<file path="config.mk">
export PLATFORM = sky130hd
export DESIGN_NAME = mw_cook_timer
export DESIGN_NICKNAME = d
export VERILOG_FILES = /design/src/rtl/mw_cook_timer.sv
export SDC_FILE = /design/constraint.sdc
export NUM_CORES = 1
export LEC_CHECK = 0
export CORE_ASPECT_RATIO = 0.7
export CORE_MARGIN = 1.5
export CORE_UTILIZATION = 62
export DETAILED_ROUTE_END_ITERATION = 10
export GPL_TIMING_DRIVEN = 0
export PLACE_DENSITY_LB_ADDON = 0.25
export SLEW_MARGIN = 20
export SYNTH_ARGS = -nofsm -noshare
export SYNTH_HDL_FRONTEND = slang
export SYNTH_SLANG_ARGS = --single-unit
</file>
<file path="constraint.sdc">
create_clock -name clk -period 4.8 [get_ports clk]
set_input_delay 0.96 -clock clk [delete_from_list [all_inputs] [get_ports clk]]
set_output_delay 0.96 -clock clk [all_outputs]
set_load 0.01 [all_outputs]
</file>
<file path="src/rtl/mw_cook_timer.sv">
// Microwave cook-time controller: BCD MM:SS keypad entry, countdown while the
// oven heats, hold on pause, and a level finish flag on expiry.
module mw_cook_timer #(
  parameter int TICKS_PER_SEC = 50_000_000
) (
  input  logic        clk,
  input  logic        rst,
  input  logic        heat,
  input  logic        key_valid,
  input  logic [3:0]  key_digit,
  input  logic        key_clear,
  output logic        finish,
  output logic        armed,
  output logic        running,
  output logic [15:0] disp_time
);

  localparam int PW = (TICKS_PER_SEC > 2) ? $clog2(TICKS_PER_SEC) : 1;
  localparam logic [PW-1:0] PRESC_MAX = PW'(TICKS_PER_SEC - 1);

  typedef enum logic [1:0] {
    S_IDLE  = 2'd0,
    S_ARMED = 2'd1,
    S_RUN   = 2'd2,
    S_DONE  = 2'd3
  } state_e;

  state_e          state_q, state_d;
  logic [15:0]     time_q, time_d;
  logic [PW-1:0]   presc_q, presc_d;
  logic            key_ok_s;
  logic [15:0]     shifted_s;
  logic [15:0]     dec_s;

  // Two-digit BCD decrement with ones/tens borrow; caller guarantees v != 00.
  function automatic logic [7:0] bcd2_dec(input logic [7:0] v);
    logic [7:0] r;
    if (v[3:0] != 4'd0) begin
      r = {v[7:4], v[3:0] - 4'd1};
    end else begin
      r = {v[7:4] - 4'd1, 4'd9};
    end
    return r;
  endfunction

  // One-second decrement of MM:SS; seconds may exceed 59 after entry, so only
  // the minute borrow reloads 59. Saturates at 0000.
  function automatic logic [15:0] time_dec(input logic [15:0] t);
    logic [15:0] r;
    if (t[7:0] != 8'h00) begin
      r = {t[15:8], bcd2_dec(t[7:0])};
    end else if (t[15:8] != 8'h00) begin
      r = {bcd2_dec(t[15:8]), 8'h59};
    end else begin
      r = 16'h0000;
    end
    return r;
  endfunction

  // Next-state, time and prescaler computation.
  always_comb begin
    state_d   = state_q;
    time_d    = time_q;
    presc_d   = presc_q;
    key_ok_s  = key_valid && (key_digit <= 4'd9);
    shifted_s = {time_q[11:0], key_digit};
    dec_s     = time_dec(time_q);

    case (state_q)
      S_IDLE: begin
        if (heat) begin
          state_d = S_DONE;
          time_d  = 16'h0000;
          presc_d = '0;
        end else if (key_clear) begin
          time_d = 16'h0000;
        end else if (key_ok_s) begin
          time_d = shifted_s;
          if (shifted_s != 16'h0000) begin
            state_d = S_ARMED;
          end else begin
            state_d = S_IDLE;
          end
        end else begin
          state_d = S_IDLE;
        end
      end
      S_ARMED: begin
        if (heat) begin
          state_d = S_RUN;
          presc_d = '0;
        end else if (key_clear) begin
          state_d = S_IDLE;
          time_d  = 16'h0000;
        end else if (key_ok_s) begin
          time_d = shifted_s;
          if (shifted_s == 16'h0000) begin
            state_d = S_IDLE;
          end else begin
            state_d = S_ARMED;
          end
        end else begin
          state_d = S_ARMED;
        end
      end
      S_RUN: begin
        if (heat) begin
          if (presc_q == PRESC_MAX) begin
            presc_d = '0;
            time_d  = dec_s;
            if (dec_s == 16'h0000) begin
              state_d = S_DONE;
            end else begin
              state_d = S_RUN;
            end
          end else begin
            presc_d = presc_q + PW'(1);
          end
        end else begin
          // Paused: the partial second in the prescaler is kept.
          state_d = S_RUN;
        end
      end
      S_DONE: begin
        time_d  = 16'h0000;
        presc_d = '0;
        if (!heat) begin
          state_d = S_IDLE;
        end else begin
          state_d = S_DONE;
        end
      end
      default: begin
        state_d = S_IDLE;
        time_d  = 16'h0000;
        presc_d = '0;
      end
    endcase
  end

  // State, time and prescaler registers.
  always_ff @(posedge clk or posedge rst) begin
    if (rst) begin
      state_q <= S_IDLE;
      time_q  <= 16'h0000;
      presc_q <= '0;
    end else begin
      state_q <= state_d;
      time_q  <= time_d;
      presc_q <= presc_d;
    end
  end

  assign finish    = (state_q == S_DONE);
  assign armed     = (state_q == S_ARMED);
  assign running   = (state_q == S_RUN);
  assign disp_time = time_q;

endmodule

</file>
-- After elaboration in Yosys (flattened, before gate mapping)
Index checks and enable logic that the tools add are counted.
- register bits after elaboration: 44
- bits of input ports: 9
- output and inout bits: 19
- word-level logic and storage cells: 60
- $add $sub $neg: 5
- order comparisons: 1
- equality and inequality tests: 10
- multiplexer cells: 28
- reduce and logical (&&, ||, !) cells: 13
- operators by type and width (operator ; number):
    16-bit two-way mux ; 8
    26-bit two-way mux ; 3
    26-bit case mux with 3 select lines ; 1
    16-bit case mux with 4 select lines ; 1
    16-bit logical NOT ; 2
    26-bit by 1-bit adder with 26-bit output, second input constant ; 1
    26-bit equality test, second input constant ; 1
    2-bit two-way mux ; 9
    8-bit two-way mux ; 2
    16-bit nonzero test ; 1
    8-bit nonzero test ; 2
    4-bit by 1-bit subtractor with 4-bit output, second input constant ; 4
    2-bit case mux with 4 select lines ; 1
    4-bit nonzero test ; 2
    2-bit equality test, second input constant ; 2
    4-bit <= comparator, second input constant ; 1
    2-bit by 1-bit inequality test with 1-bit output, second input constant ; 2
    2-bit inequality test, second input constant ; 2
    2-bit AND reduction ; 2
    1-bit two-way mux ; 3
    3-bit by 2-bit inequality test with 1-bit output, second input constant ; 1
    3-bit inequality test, second input constant ; 1
    3-bit AND reduction ; 1
    2-bit by 1-bit equality test with 1-bit output, second input constant ; 1
    other kinds (3) ; 3

-- Logic depth before layout (Yosys ltp)
- depth in word-level cells: 9
- gate-level depth with buffers: 10
- depth with buffers taken out: 8

-- Worst setup path before layout
Ideal clock, no wire load.
- path type: input to register
- from: input heat
- to: register presc_q[11]
- library setup time: 121 ps
- data arrival time: 2158 ps
- required time: 4679 ps
- path slack: 2521 ps
- stages: 8
- path buffers: 2
- path through: buf_2 > a21oi_1 > clkbuf_1 > nor3_1 > and3_1 > nand3_1 > xor2_1 > nor2_1
- cells in the longest elaborated chain, start to end: 2
- elaborated cells on any way between the ends: 3
- those cells by class: eq/ne: 2; reduce/logical: 1
- ends and longest elaborated chain (what ; RTL line ; source):
    start: declaration ; 8 ; input logic heat,
    2-bit inequality test (no source line) or 2-bit by 1-bit inequality test with 1-bit output (tied branches) ; -- ;
    2-bit AND reduction (no source line) (*) ; -- ;
    end signal: assignment ; 150 ; presc_q <= presc_d;
    end: declaration ; 30 ; logic [PW-1:0] presc_q, presc_d;
Every way passes the cells marked *; elsewhere a longest branch is shown, timed or not.
A chain may end at the register's enable or synchronous reset.

-- Worst setup path after layout
- from: register state_q[0]
- to: output running
- cells in the longest elaborated chain, start to end: 1
- ends and longest elaborated chain (what ; RTL line ; source):
    start: declaration ; 28 ; state_e state_q, state_d;
    start signal: assignment ; 148 ; state_q <= state_d;
    2-bit equality test ; 156 ; assign running = (state_q == S_RUN);
    end: declaration ; 14 ; output logic running,
No other way between the ends.

==> metrics <==
outcome=complete, no violations; Sw Pwr=892.8 uW; reg-to-reg critical path endpoint=disp_time[10]$_DFFE_PP0P_; Final Net Count=411; yosys warns=0; worst-path maximum fanout=10; Yosys cell types=63; share of the synthesized area in the top cell type=0.3639; cts repair resizes=0; initial antenna violation count=0; CTS H-tree depth=2; core area=4730 um^2; cell total after placement=445; internal reg-to-reg setup slack=2.24 ns; EDFF count, synth=0; Max Freq=0.2984 GHz; cell area after placement=3377 um^2; setup TNS=0 ns; Crit Path Category=register to output pin; number of global-route vias before repair=2,494; first-pass GRT wire length=12.66 mm; Synth top cells by count=dfrtp_1, nor2_1, nand2_1; Clock Path Buffers=2; Cells after Synth=361; synthesized area per cell=8.381 um^2; minimum clock period=3.352 ns; Sink Count=44; min-delay worst type=register to register; postcts setup bufs=0; HPWL after DPL=5.631 mm; FFs w/ async S/R, synth=1.000; Synth-to-Final Area Change=15.88%; Final Hold Fails=0; most common cell in the netlist=dfrtp_1; max_slew headroom=0.5434; maximum vdd drop=369.7 uV; clk_skew=0.009447 ns; Setup violations, final=0; CTS clk-pin slew, worst paths=0.09 ns; Worst setup SP type=register; Util after Layout=0.7413; fraction of layout cells with a size suffix above 1=0.1038; Logic pwr share=0.546; GRT Overall Usage=0.3116; Clock power frac=0.168; Initial Util=0.6397; Slew Viols, Final=0; Crit. End Element=output pin; CTS buffer count=5; register bit total from synthesis=44; RSZ-0062 raised after global routing=no; post-synthesis sequential area ratio=0.3639; num ports=28; routed wire length per instance=17.45 um; Clk Latency, worst-skew pair=0.30 ns; hold_buf cts=0; Sw Ratio=0.4448; internal power=1.114 mW; synth top area cells=dfrtp_1, nor2_1, nand2_1; leakage power=1.449 nW; Final period util=0.6983; maximum capacitance violations=0; Rows=21; Via-to-Cell Ratio=6.496; CP endpoint=running; GP Congestion=0.8829; Detailed Route WL=7.889 mm; 1st-iter DRT viols=307; TritonCTS clock tree=built; syn_nets=377; Antenna Violating Nets Remaining=0; Worst Path Required=3.84 ns; cell taking the most area after synthesis=dfrtp_1; critical path arrival=2.39 ns; 1st-pass router iterations=5; Slew @ Worst Pin=0.6818 ns; largest net degree at the start of global routing=30; die height=61.45 um; Finished Layout Cells=452; clk root buf=clkbuf_8; DIE AREA=5314 um^2; PwrDens=572.5 nW/um^2; top_reg_cell synth=dfrtp_1; reg-to-reg startpoint=disp_time[4]$_DFFE_PP0P_; Buffers on Ports=26; die width=86.49 um; synthesized cell area=3025 um^2; Vias=2,936; part of the power in registers=0.286; # DRC=0; crit path launch=state_q[0]$_DFFE_PP0P_; FF-to-FF path depth=9; total congestion overflow=0; Design Area, Final=3506 um^2; antenna cells=0
-- through the flow --
step,power (mW),setup WS (ns),hold WS [ns]
global route,2.139,1.407,0.5226
detailed placement,1.632,1.824,0.4584
global placement,1.601,1.829,0.4572
finish,2.007,1.448,0.4816
CTS,1.974,1.525,0.4776
floorplan,1.300,2.521,0.4363
-- power by group through the flow --
stage	clock network (mW)	registers [mW]	logic, mW
2_1_floorplan	0	0.572	0.728
4_1_cts	0.339	0.571	1.06
3_3_place_gp	0	0.572	1.03
6_report	0.337	0.575	1.10
3_5_place_dp	0	0.577	1.06
5_1_grt	0.352	0.589	1.20
-- worst min path at each step --
| stage | startpoint | end | slack, ns | cells past startpoint |
|---|---|---|---|---|
| 6_report | presc_q[25]$_DFFE_PP0P_ | presc_q[25]$_DFFE_PP0P_ | 0.48 | 1 |
| 4_1_cts | presc_q[25]$_DFFE_PP0P_ | presc_q[25]$_DFFE_PP0P_ | 0.48 | 1 |
| 2_1_floorplan | presc_q[25]$_DFFE_PP0P_ | presc_q[25]$_DFFE_PP0P_ | 0.44 | 1 |
| 5_1_grt | presc_q[25]$_DFFE_PP0P_ | presc_q[25]$_DFFE_PP0P_ | 0.52 | 1 |
| 3_5_place_dp | presc_q[25]$_DFFE_PP0P_ | presc_q[25]$_DFFE_PP0P_ | 0.46 | 1 |
| 3_3_place_gp | presc_q[25]$_DFFE_PP0P_ | presc_q[25]$_DFFE_PP0P_ | 0.46 | 1 |
-- logic make-up after synthesis --
logic type | share of synthesized area
AND/OR/NAND/NOR | 0.2849
AO/OA/AOI/OAI | 0.2101
flip-flops | 0.3639
buffers and inverters | 0.04880
XOR/XNOR | 0.04632
adder cells (fa/ha/maj) | 0.02895
multiplexers | 0.01696
-- cells in the final DEF, fill, tap and decap left out, drive strengths merged, types with 9 or more instances in the layout --
cell type	n
nand3	16
nand2	38
clkdlybuf4s50	26
and3	9
inv	16
o21ai	38
xor2	9
dfrtp	44
clkbuf	10
nor3	9
nor2	43
buf	15
a21oi	20
-- critical path, stage by stage (launching register included) --
cell	delay [ns]
dfrtp_1	0.45
inv_1	0.15
nand2_1	0.15
inv_1	0.18
buf_1	0.51
clkdlybuf4s50_1	0.65
-- layout make-up --
| type | count | area (um^2) |
|---|---|---|
| multi-input cells | 282 | 1777 |
| fillers | 359 | 1224 |
| flip-flops and latches | 44 | 1101 |
| repair buffers | 27 | 280.3 |
| plain buffers | 19 | 87.58 |
| well taps | 57 | 71.32 |
| clock buffers | 5 | 68.82 |
| clock inverters | 2 | 60.06 |
| inverters | 16 | 60.06 |
-- state kept, by name (all words and copies together) (netlist names), named ones only --
register / flops
disp_time: 16
presc_q: 26
state_q: 1
-- layer usage --
metal	global-route usage	wire, um	vias to the layer above
li1	-	-	1374
met1	0.4941	3773	1395
met2	0.4397	3252	157
met3	0.05630	801	10
met4	0.06221	61	0
met5	0	0	-
Power figures use the tool's default switching activity.
